**config.mk**
```make
export PLATFORM = sky130hd
export DESIGN_NAME = edge_detector_multi
export DESIGN_NICKNAME = d
export VERILOG_FILES = /design/src/rtl/edge_detector_multi.sv
export SDC_FILE = /design/constraint.sdc
export NUM_CORES = 1
export LEC_CHECK = 0
export ABC_AREA = 1
export CAP_MARGIN = 20
export CORE_ASPECT_RATIO = 1.5
export CORE_MARGIN = 8
export CORE_UTILIZATION = 40
export DETAILED_ROUTE_END_ITERATION = 7
export GPL_TIMING_DRIVEN = 0
export SLEW_MARGIN = 0
export SYNTH_ARGS = -nofsm -noshare
export SYNTH_HDL_FRONTEND = slang
export SYNTH_SLANG_ARGS = --single-unit
```
**constraint.sdc**
```tcl
create_clock -name clk -period 1.82 [get_ports clk]
set_input_delay 0.546 -clock clk [delete_from_list [all_inputs] [get_ports clk]]
set_output_delay 0.546 -clock clk [all_outputs]
set_load 0.05 [all_outputs]
```
**src/rtl/edge_detector_multi.sv**
```systemverilog
// Multi-channel synchronised, debounced edge detector.
// Stretched per-channel pulses, sticky status and a shared irq.
module edge_detector_multi #(
  parameter int WIDTH         = 4,
  parameter int SYNC_STAGES   = 2,
  parameter int FILTER_CYCLES = 3,
  parameter int PULSE_LEN     = 2
) (
  input  logic               clk,
  input  logic               reset,
  input  logic [WIDTH-1:0]   din,
  input  logic [2*WIDTH-1:0] mode,
  input  logic [WIDTH-1:0]   clear,
  output logic [WIDTH-1:0]   dout_pulse,
  output logic [WIDTH-1:0]   sticky,
  output logic               irq
);

  localparam int CW =
    (FILTER_CYCLES > 1) ? $clog2(FILTER_CYCLES) : 1;
  localparam int PW = $clog2(PULSE_LEN + 1);

  localparam logic [CW-1:0] CMAX = CW'(FILTER_CYCLES - 1);
  localparam logic [CW-1:0] CONE = CW'(1);
  localparam logic [PW-1:0] PLEN = PW'(PULSE_LEN);
  localparam logic [PW-1:0] PONE = PW'(1);

  logic [WIDTH-1:0] s;

  generate
    if (SYNC_STAGES == 0) begin : g_nosync
      assign s = din;
    end else begin : g_sync
      logic [SYNC_STAGES-1:0][WIDTH-1:0] sync_q;

      always_ff @(posedge clk or posedge reset) begin
        if (reset) begin
          sync_q <= '0;
        end else begin
          sync_q[0] <= din;
          for (int k = 1; k < SYNC_STAGES; k++)
            sync_q[k] <= sync_q[k-1];
        end
      end

      assign s = sync_q[SYNC_STAGES-1];
    end
  endgenerate

  logic [WIDTH-1:0]         filt_q, filt_d;
  logic [WIDTH-1:0]         prev_q, prev_d;
  logic [WIDTH-1:0][CW-1:0] cnt_q, cnt_d;
  logic [WIDTH-1:0][PW-1:0] pcnt_q, pcnt_d;
  logic [WIDTH-1:0]         pulse_q, pulse_d;
  logic [WIDTH-1:0]         sticky_q, sticky_d;
  logic                     irq_q, irq_d;
  logic [WIDTH-1:0]         rise, fall, ev;

  assign rise = filt_q & ~prev_q;
  assign fall = ~filt_q & prev_q;

  always_comb begin
    filt_d   = filt_q;
    cnt_d    = cnt_q;
    pcnt_d   = pcnt_q;
    pulse_d  = pulse_q;
    ev       = '0;
    prev_d   = filt_q;
    for (int i = 0; i < WIDTH; i++) begin
      if (s[i] == filt_q[i]) begin
        cnt_d[i] = '0;
      end else if (cnt_q[i] == CMAX) begin
        filt_d[i] = s[i];
        cnt_d[i]  = '0;
      end else begin
        cnt_d[i] = cnt_q[i] + CONE;
      end

      ev[i] = (mode[2*i]   & rise[i])
            | (mode[2*i+1] & fall[i]);

      // A new event reloads the count, so back-to-back pulses merge.
      if (ev[i]) begin
        pcnt_d[i]  = PLEN;
        pulse_d[i] = 1'b1;
      end else if (pcnt_q[i] > PONE) begin
        pcnt_d[i]  = pcnt_q[i] - PONE;
        pulse_d[i] = 1'b1;
      end else begin
        pcnt_d[i]  = '0;
        pulse_d[i] = 1'b0;
      end
    end
    sticky_d = ev | (sticky_q & ~clear);
    irq_d    = |sticky_d;
  end

  always_ff @(posedge clk or posedge reset) begin
    if (reset) begin
      filt_q   <= '0;
      prev_q   <= '0;
      cnt_q    <= '0;
      pcnt_q   <= '0;
      pulse_q  <= '0;
      sticky_q <= '0;
      irq_q    <= 1'b0;
    end else begin
      filt_q   <= filt_d;
      prev_q   <= prev_d;
      cnt_q    <= cnt_d;
      pcnt_q   <= pcnt_d;
      pulse_q  <= pulse_d;
      sticky_q <= sticky_d;
      irq_q    <= irq_d;
    end
  end

  assign dout_pulse = pulse_q;
  assign sticky     = sticky_q;
  assign irq        = irq_q;

endmodule

```
Word-level counts from Yosys, hierarchy flattened. Index checks and enable logic that the tools add are counted.

$add $sub $neg: 8. Reductions and logical operators: 5. Magnitude comparators: 4. Multiplexer cells: 24. Bitwise gates (word level): 23. Div/mod/pow operators: 0. Shift-type cells: 0. Eq/ne operators: 8. Multipliers: 0.

Operators with widths (count): $mux 2 (16); $and 4x4->4 (3); $not 4->4 (3); $add 2x1->2 const B (4); $and 1x1->1 (8); $eq 2x2->1 const B (4); $gt 2x1->1 const B (4); $mux 1 (8); $reduce_and 2->1 (4); $sub 2x1->2 const B (4); $eq 1x1->1 (4); $not 1->1 (4); $or 1x1->1 (4); $or 4x4->4 (1); $reduce_or 4->1 (1).

Word-level logic and storage cells: 90. RAM bits: 0. Register bits: 41. ROM bits: 0. Bits in latches: 0. Memories kept: 0. Output and inout bits: 9.

Logic depth before layout (Yosys ltp).
Depth after elaboration: 6. Gate-level depth with buffers: 5.

Worst setup path after synthesis. No wires, ideal clock.

Kind: register -> output. From: reg sticky_q[0], in the netlist sticky[0]. To: out sticky[0]. Stages on the path, launching flop included: 1. Arrival: 0.600 ns. Slack: 0.674 ns. Buffers on the path: 0. Cell sequence: dfrtp_1.

RTL lines: start, declared (line 55) `logic [WIDTH-1:0] sticky_q, sticky_d;`; start signal, assigned (line 113) `sticky_q <= sticky_d;`; end, declared (line 15) `output logic [WIDTH-1:0] sticky,`.

No word-level cell between the ends.

Worst setup path after layout.
From: reg sticky_q[0], in the netlist sticky[0]. To: out sticky[0].

No word-level cell between the ends.

==> results.txt <==
From bottom edge to top edge, the die measures 89.62 um. The run gives 913 as the overall via count from detail_route. The fraction of the yosys area taken by sequential cells came out at 0.7100. The logs give 0.3529 ns for the worst hold slack and 0 for the count of buffers added by post-CTS timing repair for setup.

The area of the core is 3581 um^2. The largest family of logic cells by synthesized area was simple AND/OR/NAND/NOR gates. Counting cells, the worst reg-to-reg path comes to 4. The share of flip-flops with an asynchronous set or reset after synthesis is 1.000, and the detailed placement HPWL is 1781 um. The simple logic cell fraction of the synthesized area is 0.1688. The worst-skew pair later-pin latency was 0.29 ns. On the final layout, the worst clock skew is 0.003972 ns. For the reg2reg setup slack, the log shows 0.83 ns. The worst-case IR drop observed on VDD is 0.7699 mV. Reported max-cap violation count: 0. The area after detailed placement was 1759 um^2. The peak fanout along the critical path is 2, and the die extent in x is 65.08 um. The mean area per synthesized cell works out to 11.65 um^2. The site row count was 27.

By area the synthesized netlist is led by dfrtp_1, inv_1, nand2_1. The wire length reported by the detailed router was 2395 um; the die footprint was 5832 um^2. The period utilization was 0.9401. In this run the most critical hold path is launched from g_sync.sync_q[2]. The initial cell density of the core is 0.4036. Power density of the placed cells: 1673 nW/um^2.

The critical-path cell with the highest stage delay was dlygate4sd2_1. The logs give 41 for the number of clock sinks and 1.16 ns for the critical path data arrival time. Global route total overflow: 0.

STA classifies the critical path startpoint as a register. TritonCTS built the clock tree. The path with the worst hold slack has its endpoint at s[2]. In the final layout, the multi-input gates occupy 329.1 um^2. Critical path's top delay family: buffers and inverters. At the pin with the least slew margin, the transition time is 0.8174 ns.

Kind of end point of the critical path: an output pin. The area growth from synthesis to layout is 27.97%. Yosys mapped a number of flops with a built-in enable equal to 0.

The number of buffer and inverter instances along the worst setup path is 1, and the net count after synthesis is 142. Buffers placed on the I/O ports in this run total 26. By instance count, the leading cell after synthesis is dfrtp_1. The register cell area after layout came out at 1026 um^2.

After routing the design area is 1849 um^2. The H-tree depth came out at 2. The proportion of layout cells with a drive suffix above 1 is 0.09494, and the final total power is 3.094 mW.

The logs give 0 for the number of endpoints with negative hold slack in the final report and 42 for the maximum number of pins on one net before global-route repair. The worst hold path belongs to the class register to register. The run gives 0 as the number of antenna violations at the first check in global routing.

The flow ran to the end, and the final reports show no timing, DRC or antenna violations. By count the netlist is led by dfrtp_1, inv_1, nand2_1. Count of TritonRoute iterations in the first routing pass: 4. The worst register-to-register path begins at filt_q[2]. Synthesis produced 124 cells.

The xor/xnor cell area share of the yosys netlist is 0.02424, and the flip-flop and latch count after synthesis is 41. The run gives 26 as the first-iteration detailed-routing DRC count. The detail-routed net length per standard cell is 11.92 um, and the mux cell area share after synthesis is 0. TritonCTS created 5 clock buffers. The congestion estimate from routability-driven global placement came to 0.6893. Synthesis instantiated 11 different standard cells from the library. Antenna diode count: 0. After detailed routing, the number of vias per cell comes to 4.542.

In this design, the stage delay of the slowest critical-path cell is 0.54 ns. The minimum clock period after layout came out at 1.711 ns. The run gives 0 ns as the final total negative setup slack. The data required time of the critical path was 1.27 ns; the via count of the first global-routing pass was 971. Counting along the longest clock path gives a buffer depth of 2.

The first global-routing pass estimated 4167 um of wire. The count of unresolved DRC violations after routing is 0. The max-slew violation count was 0; the post-synthesis adder-cell area fraction was 0. Once detail routing completed, the nets flagged for antenna violations numbered 0.

For the static leakage, the log shows 0.9354 nW. Summing every instance area after synthesis gives 1445 um^2. The capturing point of the worst reg2reg path is irq. CTS placed an instance of clkbuf_8 at the clock tree root. The most used flip-flop cell after synthesis was dfrtp_1. The critical path depth in cells works out to 1. The critical path is of the register to output pin type. Along the worst hold path, the cell count comes to 0. For the net count reported at finish, the log shows 175. The proportion of netlist area held by the largest area contributor was 0.7100; the global router's overall resource usage was 0.09341. Setup repair after global routing left no endpoint under its margin.

Setup violations remaining at the end of the flow were counted as 0. The compound-cell area share of the yosys netlist was 0.03463; the highest clock frequency the design can meet was 584.5 MHz. Largest area contributor in the netlist: dfrtp_1. After clock tree synthesis, the clock-pin slew on the worst setup and hold paths is 0.07 ns. Counting the fill cells in the layout gives 345. The logs give 0 for the number of synthesis warnings and 27 for the number of primary I/O pins.

The critical path goes through dlygate4sd2_1. The final core utilization was 0.5164; the relative slew slack was 0.4543.
layer usage:
| metal | share of wire | track usage | vias up |
|---|---|---|---|
| li1 | - | - | 452 |
| met1 | 0.44 | 0.09869 | 431 |
| met2 | 0.48 | 0.1534 | 25 |
| met3 | 0.059 | 0.04348 | 5 |
| met4 | 0.022 | 0.04781 | 0 |
| met5 | 0 | 0 | - |
area by class of cell:
| class | count | area share |
|---|---|---|
| Clock buffer | 7 | 0.05210 |
| Clock inverter | 1 | 0.002706 |
| Inverter | 24 | 0.04871 |
| Multi-Input combinational cell | 59 | 0.1779 |
| Sequential cell | 41 | 0.5548 |
| Tap cell | 43 | 0.02909 |
| Timing Repair Buffer | 26 | 0.1346 |
cell families after synthesis:
family	after synthesis
compound gates	8
simple gates	47
buf+inv	24
flops	41
xor+xnor	4
through the flow:
| step | setup WS (ns) | std cells |
|---|---|---|
| after floorplan | 0.3280 | 124 |
| after global placement | -0.4146 | 193 |
| after detailed placement | 0.1270 | 193 |
| after CTS | 0.08735 | 201 |
| after global routing | 0.05679 | 201 |
| final | 0.1090 | 201 |
power by group:
part,switching (mW),internal (mW),leakage [nW]
Combinational,0.695,0.345,0.376
Clock,0.289,0.342,0.0542
Sequential,0.184,1.24,0.505
Total,1.17,1.93,0.935
repair_timing:
action / CTS / global route
hold buffers: 0 / 0
endpoints found under the hold margin: 0 / 0
setup endpoints to repair: 9 / 0
resized for setup: 9 / 0
registers in the layout, summed over array words and instances, names as in the netlist:
register	cells
filt_q	4
sticky	4
dout_pulse	4
s	4
cnt_q	8
irq	1
prev_q	4
pcnt_q	8
g_sync.sync_q	4
worst max-delay path by stage:
stage | from | end | slack (ns)
after floorplan | reset | cnt_q[0] | 0.33
after global placement | reset | s[0] | -0.41
after detailed placement | sticky[0] | sticky[0] | 0.13
after CTS | sticky[0] | sticky[0] | 0.09
after global routing | sticky[0] | sticky[0] | 0.06
final | sticky[0] | sticky[0] | 0.11
worst reg2reg max path, delay by kind of cell (launching register included):
kind	cells	cell delay, ns
simple gates	4	0.47
flops	1	0.41
cells in the final DEF (no fill, tap or decap):
cell type / instances
nor3_1: 12
nand2_1: 17
xnor2_1: 4
o21ai_0: 4
nand3_2: 6
dfrtp_1: 41
o21a_1: 4
inv_1: 23
inv_2: 1
clkinv_2: 1
dlygate4sd2_1: 9
nand3b_1: 1
nand3_1: 9
clkbuf_8: 7
clkdlybuf4s50_1: 17
nor2_1: 2
Note: power is estimated with default switching activity, not from simulation.
